**src/rtl/dmem_lsu.sv**
```systemverilog
// Load/store unit: one LW/LBU/SW/SB at a time over the data-memory valid/yumi
// handshake, stalling the core until the response returns.
module dmem_lsu #(
  parameter int AW = 12,
  parameter int RW = 5
) (
  input  logic          clk,
  input  logic          n_reset,
  input  logic          req_valid_i,
  input  logic          req_wen_i,
  input  logic          req_byte_i,
  input  logic [AW-1:0] req_addr_i,
  input  logic [31:0]   req_wdata_i,
  input  logic [RW-1:0] req_rd_i,
  output logic [AW-1:0] mem_addr_o,
  output logic [31:0]   mem_wdata_o,
  output logic          mem_valid_o,
  output logic          mem_wen_o,
  output logic          mem_byte_o,
  output logic          mem_yumi_o,
  input  logic [31:0]   mem_rdata_i,
  input  logic          mem_valid_i,
  input  logic          mem_yumi_i,
  output logic          stall_o,
  output logic          done_o,
  output logic          load_we_o,
  output logic [31:0]   load_data_o,
  output logic [RW-1:0] load_rd_o,
  output logic [1:0]    state_o,
  output logic          err_o
);

  typedef enum logic [1:0] {
    IDLE      = 2'd0,
    REQ_SENT  = 2'd1,
    REQ_ACKED = 2'd2
  } dmem_req_state_e;

  dmem_req_state_e state_q, state_d;
  logic [AW-1:0]   addr_r;
  logic            wen_r;
  logic            byte_r;
  logic [31:0]     wdata_r;
  logic [RW-1:0]   rd_r;
  logic            err_r, err_d;
  logic            capture;
  logic            done;

  function automatic logic [31:0] byte_lane_zext(input logic [31:0] word,
                                                  input logic [1:0]  lane);
    return {24'b0, word[8*lane +: 8]};
  endfunction

  // Byte stores broadcast to every lane; memory picks the lane from the address.
  function automatic logic [31:0] byte_replicate(input logic [31:0] data);
    return {4{data[7:0]}};
  endfunction

  always_comb begin
    state_d = state_q;
    err_d   = err_r;
    capture = 1'b0;
    done    = 1'b0;
    case (state_q)
      IDLE: begin
        if (mem_valid_i) err_d = 1'b1;
        if (req_valid_i) begin
          capture = 1'b1;
          state_d = REQ_SENT;
        end
      end
      REQ_SENT: begin
        if (mem_yumi_i) begin
          if (mem_valid_i) begin
            done    = 1'b1;
            state_d = IDLE;
          end else begin
            state_d = REQ_ACKED;
          end
        end else if (mem_valid_i) begin
          // Response before the request was accepted: flag it, do not consume.
          err_d = 1'b1;
        end
      end
      REQ_ACKED: begin
        if (mem_valid_i) begin
          done    = 1'b1;
          state_d = IDLE;
        end
      end
      default: state_d = IDLE;
    endcase
  end

  always_ff @(posedge clk or negedge n_reset) begin
    if (!n_reset) begin
      state_q <= IDLE;
      err_r   <= 1'b0;
      addr_r  <= '0;
      wen_r   <= 1'b0;
      byte_r  <= 1'b0;
      wdata_r <= '0;
      rd_r    <= '0;
    end else begin
      state_q <= state_d;
      err_r   <= err_d;
      if (capture) begin
        addr_r  <= req_addr_i;
        wen_r   <= req_wen_i;
        byte_r  <= req_byte_i;
        wdata_r <= req_wdata_i;
        rd_r    <= req_rd_i;
      end
    end
  end

  // Request fields are only presented while the request is outstanding.
  assign mem_valid_o = (state_q == REQ_SENT);
  assign mem_addr_o  = mem_valid_o ? addr_r : '0;
  assign mem_wen_o   = mem_valid_o & wen_r;
  assign mem_byte_o  = mem_valid_o & byte_r;
  assign mem_wdata_o = !mem_valid_o ? 32'd0 :
                       byte_r ? byte_replicate(wdata_r) : wdata_r;

  assign mem_yumi_o  = done;
  assign done_o      = done;
  assign stall_o     = req_valid_i & ~done;
  assign load_we_o   = done & ~wen_r;
  assign load_rd_o   = done ? rd_r : '0;
  assign load_data_o = !done ? 32'd0 :
                       byte_r ? byte_lane_zext(mem_rdata_i, addr_r[1:0]) : mem_rdata_i;
  assign state_o     = state_q;
  assign err_o       = err_r;

endmodule

```
**config.mk**
```make
export PLATFORM = sky130hd
export DESIGN_NAME = dmem_lsu
export DESIGN_NICKNAME = d
export VERILOG_FILES = /design/src/rtl/dmem_lsu.sv
export SDC_FILE = /design/constraint.sdc
export NUM_CORES = 1
export LEC_CHECK = 0
export BUFFER_PORTS_ARGS = -buffer_cell sky130_fd_sc_hd__buf_4
export CAP_MARGIN = 10
export CORE_MARGIN = 2
export CORE_UTILIZATION = 45
export CTS_CLUSTER_SIZE = 40
export DETAILED_ROUTE_END_ITERATION = 10
export GPL_TIMING_DRIVEN = 0
export PLACE_DENSITY = 0.82
export SYNTH_ARGS = -nofsm -noshare
export SYNTH_HDL_FRONTEND = slang
export SYNTH_SLANG_ARGS = --single-unit
```
**constraint.sdc**
```tcl
create_clock -name clk -period 2.2 [get_ports clk]
set_clock_uncertainty 0.1 [all_clocks]
set_input_delay 0.33 -clock clk [delete_from_list [all_inputs] [get_ports clk]]
set_output_delay 0.33 -clock clk [all_outputs]
set_load 0.03 [all_outputs]
```
==> Word level (Yosys, flattened, before mapping) <==
Index checks and enable logic that the tools add are counted.
{ "word_totals": {"register_bits": 54, "out_inout_bits": 91, "rom_bits": 0, "mem_count": 0, "mem_bits_rw": 0, "word_cells": 43, "latchBits": 0} }
{ "op_classes": {"bitwise_logic": 6, "muxes": 19, "multipliers": 0, "div": 0, "n_reduce_logical": 4, "addsub": 0, "n_shift": 1, "magnitude_cmp": 0, "n_eq_ne": 6} }
{ "ops": {"columns": ["op", "count"], "rows": [
  ["two-way mux 32 bit", 4],
  ["variable part select 32 x 6 -> 8 bit", 1],
  ["two-way mux 12 bit", 1],
  ["two-way mux 2 bit", 4],
  ["two-way mux 1 bit", 6],
  ["inequality test 2 bit, second input constant", 3],
  ["one-hot mux 2 bit (3 select lines)", 1],
  ["two-way mux 5 bit", 1],
  ["AND 1 bit", 4],
  ["one-hot mux 1 bit (2 select lines)", 2],
  ["AND reduction 3 bit", 1],
  ["== test 2 x 1 -> 1 bit, second input constant", 1],
  ["== test 2 bit, second input constant", 1],
  ["logical NOT 2 bit", 1],
  ["inequality test 2 x 1 -> 1 bit, second input constant", 1],
  ["inverter 1 bit", 2],
  ["AND reduction 2 bit", 1],
  ["nonzero test 2 bit", 1]
]} }

==> Longest topological paths before layout <==
{ "depth": {"depth_word": 5, "mapped_depth": 7, "mapped_depth_nobuf": 6} }

==> Least setup slack after synthesis <==
Ideal clock, no wire load.
{ "synth_timing": {"kind": "register -> output", "startpoint": "register state_q[1] (netlist: state_o[1])", "endpoint": "output port load_data_o[0]", "setup_slack_ns": -0.888, "stages_incl_launch_ff": 7, "t_required_ns": 1.770, "t_arrival_ns": 2.658, "path_cell_list": "dfrtp_1 inv_1 ha_1 a21oi_1 or2_1 buf_2 a2111oi_1"} }
{ "synth_between": {"elab_chain_cells": 3, "elab_cells_between_ends": 4, "cone_classes": "2 x eq/ne; 2 x mux"} }
{ "synth_lines": {"columns": ["item", "line_no", "rtl"], "rows": [
  ["from (decl)", "39", "dmem_req_state_e state_q, state_d;"],
  ["from (signal assigned)", "105", "state_q <= state_d;"],
  ["== test 2 x 1 -> 1 bit", null, null],
  ["net mem_valid_o", "17", "output logic mem_valid_o,"],
  ["one-hot mux 1 bit (2 select lines)", "64", "case (state_q)"],
  ["two-way mux 32 bit", "130", "assign load_data_o = !done ? 32'd0 :"],
  ["to (decl)", "27", "output logic [31:0] load_data_o,"]
]} }
The timed path passes the listed nets, and every way through them passes these cells.

==> Worst setup path after layout <==
{ "layout_timing": {"startpoint": "register state_q[0] (netlist: state_o[0])", "endpoint": "output port load_rd_o[0]"} }
{ "layout_between": {"elab_chain_cells": 3, "elab_cells_between_ends": 4, "cone_classes": "2 x eq/ne; 2 x mux"} }
{ "layout_lines": {"columns": ["item", "line_no", "rtl"], "rows": [
  ["== test 2 bit or == test 2 x 1 -> 1 bit (tied branches)", "64", null],
  ["one-hot mux 1 bit (2 select lines) (*)", "64", null],
  ["two-way mux 5 bit (*)", "129", "assign load_rd_o = done ? rd_r : '0;"],
  ["to (decl)", "28", "output logic [RW-1:0] load_rd_o,"]
]} }
Every way passes the cells marked *; elsewhere a longest branch is shown, timed or not.

==> run metrics <==
result of the run complete, but fails checks; violations in the final reports setup timing; H-tree depth 2; library cells used by synthesis 26; synthesized area ~0.0031 mm²; Worst Hold Class in -> reg; synthesized instance count 291; TritonCTS clock tree done; Starting Density 46.26%; leakage power total 2.518 nW; max-slew headroom at the worst pin 47.72%; post-route antenna net violation count 0; Critical Path Start Type flip-flop; DRC violations left 0; Net count, final approximately 580; number of violations of the max-capacitance limit 0; portion of synthesized cell area occupied by the leading cell type 42.99%; initial DRC count 100; overall die height 87.58 µm; number of ports placed on the die boundary about 180; Util after Layout 78.86%; clock tree root buffer cell sky130_fd_sc_hd__clkbuf_8; count of final hold-check violations 0; Overflow after GRT 0; worst slew pin tran 784.2 ps; dominant cell type by area after synthesis sky130_fd_sc_hd__dfrtp_1; Core Region 0.006794 mm²; list of cells traversed by the critical path inv_4 > ha_4 > nand2_4 > or2_4 > buf_12 > clkinvlp_4 > and2_4 > buf_6; RePlAce Congestion around 0.75; FFs w/ async S/R, synth 100.0%; Synth Warn # 0; Via Count 2987; number of failing setup endpoints in the final timing report between 70 and 80; count of buffers from port buffering 178; antenna fix cells 0; Clock transition at path regs 100 ps; largest cells by area after synthesis sky130_fd_sc_hd__dfrtp_1, sky130_fd_sc_hd__mux2_2, sky130_fd_sc_hd__and2_1; Mean Syn Cell Area 10.80 µm²; shortest period the worst path allows roughly 2500 ps; proportion of synthesized chip area in sequential cells 42.99%; area of the die 0.007669 mm²; nature of the critical path endpoint output port; cell with the most instances after synthesis sky130_fd_sc_hd__dfrtp_1; number of cell rows 30; CP Data Required Time roughly 1800 ps; global-route wire length before repair 15480 µm; ratio of routed vias to standard cells 5.080; RSZ-0062 raised after global routing yes; number of buffers inserted during clock tree synthesis 5; share of post-route cells with drive strength above 1 between 60% and 70%; leading cell types by count after synthesis sky130_fd_sc_hd__dfrtp_1, sky130_fd_sc_hd__and2_1, sky130_fd_sc_hd__mux2_2, sky130_fd_sc_hd__nand2b_1, sky130_fd_sc_hd__a21boi_0; TNS Setup -12690 ps; total of flip-flops plus latches after synthesis 54; Worst Path Arrival 2020 ps; Setup CP Type reg -> out; highest attainable clock frequency between 400 and 500 MHz; largest buffer count on any clock path 2; total routed wirelength 10100 µm; pwr dens 1356 mW/mm²; routed length per instance 17.18 µm; initial antenna violation count 0; DP Wirelength about 7400 µm; number of synthesized flops with an enable pin 0; reg2reg start state_o[1]; Seq. cell area 0.001355 mm²; width of the die 87.58 µm; total count of max-transition violations in the final report 0; top_reg_cell synth sky130_fd_sc_hd__dfrtp_1; Detailed Routing Iterations Pass 1 6; Synthesized Nets 383; worst setup slack after layout -254.4 ps; maximum ir drop on the vdd rail 0.9185 mV; first element of the critical path state_o[0]; crit share post-route 111.6%; synthesis-to-layout area growth 70.46%; Slowest-stage cell, CP sky130_fd_sc_hd__dfrtp_2; hold path start req_byte_i; fillers 459; vias in the first global route 3146; Tot GR Track Use a little over a quarter; maximum number of pins on one net before global-route repair 55; Overall Power 0.007266 W; peak fanout along the critical path 8; clock latency on the worst-skew pair between 300 and 400 ps; biggest cell delay along the critical path 460 ps; footprint of the multi-input gates 0.001967 mm²; number of sinks driven by the clock tree 54
path summary, 6_finish.rpt:
| path | slack (ps) | to | cells past startpoint |
|---|---|---|---|
| max reg2reg | 290 | state_o[0] | 5 |
| max | -250 | load_rd_o[0] | 8 |
| min reg2reg | 400 | err_o | 1 |
| min in group asynchronous | 500 | wdata_r[14] | 2 |
| max in group asynchronous | 1000 | state_o[1] | 2 |
| min | 140 | byte_r | 2 |
critical path, delay by kind of cell, from the launching register on:
kind	cells	cell delay (ps)
fa+ha+maj	1	270
buf+inv	4	500
simple gates	3	480
flops	1	460
cell families after synthesis:
kind of cell    after synthesis  synth area share (%)
simple gates                107                 20.14
mux                          62                 21.82
flops                        54                 42.99
compound gates               37                 9.634
buf+inv                      27                 3.822
fa+ha+maj                     4                 1.592
per-layer routing:
layer  track usage (%)  wire length, µm
met5                 0                0
met1             27.97             3604
met3             7.257              876
met2             49.38             5437
met4             7.413              186
report_power, final:
| group | internal (W) | switching (W) |
|---|---|---|
| registers | 0.00149 | 0.000305 |
| logic | 0.00222 | 0.00266 |
| clock network | 0.000255 | 0.000327 |
| total | 0.00397 | 0.00329 |
placed cells by master, fill, tap and decap left out, types with 2 or more instances in the layout:
| cell type | netlist | routed |
|---|---|---|
| sky130_fd_sc_hd__clkbuf_4 | 1 | 4 |
| sky130_fd_sc_hd__and2_1 | 52 | 23 |
| sky130_fd_sc_hd__dfrtp_2 | 0 | 3 |
| sky130_fd_sc_hd__a21boi_1 | 0 | 10 |
| sky130_fd_sc_hd__a21boi_2 | 0 | 2 |
| sky130_fd_sc_hd__dfrtp_1 | 54 | 51 |
| sky130_fd_sc_hd__nand2b_1 | 25 | 25 |
| sky130_fd_sc_hd__inv_1 | 6 | 3 |
| sky130_fd_sc_hd__nor3b_1 | 8 | 8 |
| sky130_fd_sc_hd__a21boi_0 | 24 | 12 |
| sky130_fd_sc_hd__clkbuf_1 | 10 | 3 |
| sky130_fd_sc_hd__nor2_4 | 0 | 2 |
| sky130_fd_sc_hd__mux2i_1 | 10 | 10 |
| sky130_fd_sc_hd__buf_6 | 0 | 38 |
| sky130_fd_sc_hd__ha_4 | 0 | 3 |
| sky130_fd_sc_hd__and2_4 | 0 | 29 |
| sky130_fd_sc_hd__buf_2 | 8 | 6 |
| sky130_fd_sc_hd__buf_8 | 0 | 2 |
| sky130_fd_sc_hd__buf_4 | 1 | 156 |
| sky130_fd_sc_hd__clkbuf_8 | 0 | 7 |
| sky130_fd_sc_hd__mux2_2 | 51 | 51 |
| sky130_fd_sc_hd__inv_4 | 0 | 2 |
| sky130_fd_sc_hd__buf_12 | 0 | 2 |
| sky130_fd_sc_hd__nor2_1 | 10 | 8 |
| sky130_fd_sc_hd__nand2_1 | 10 | 9 |
| sky130_fd_sc_hd__a2111oi_4 | 0 | 8 |
repair_timing:
action | in CTS | in global routing
endpoints found under the hold margin | 54 | 0
buffers inserted | 9 | 5
pin swaps | 27 | 10
hold buffers | 1 | 0
endpoints found under the setup margin | 87 | 85
gates cloned | 3 | 0
gates resized for setup | 92 | 14
state kept, by name, summed over array words and instances (netlist names):
register,flops
err_o,1
rd_r,5
state_o,2
addr_r,12
byte_r,1
wen_r,1
wdata_r,32
area by class of cell:
type / count / area share [%]
Clock buffer: 7 / 1.611
Clock inverter: 1 / 0.09341
Sequential cell: 54 / 25.29
Inverter: 6 / 0.5838
Multi-Input combinational cell: 210 / 36.71
Tap cell: 96 / 2.242
Timing Repair Buffer: 195 / 30.71
Buffer: 19 / 2.756
through the flow:
stage,area [µm²],cells,setup WS (ps),hold slack (ps)
floorplan,3336,291,3.829,-65.59
global placement,4792,565,-127.2,318.9
detailed placement,4792,565,-179.5,320.8
CTS,5306,585,-267.8,135.3
global route,5358,588,-323.5,134.0
finish,5358,588,-254.4,140.9
Power figures use the tool's default switching activity.
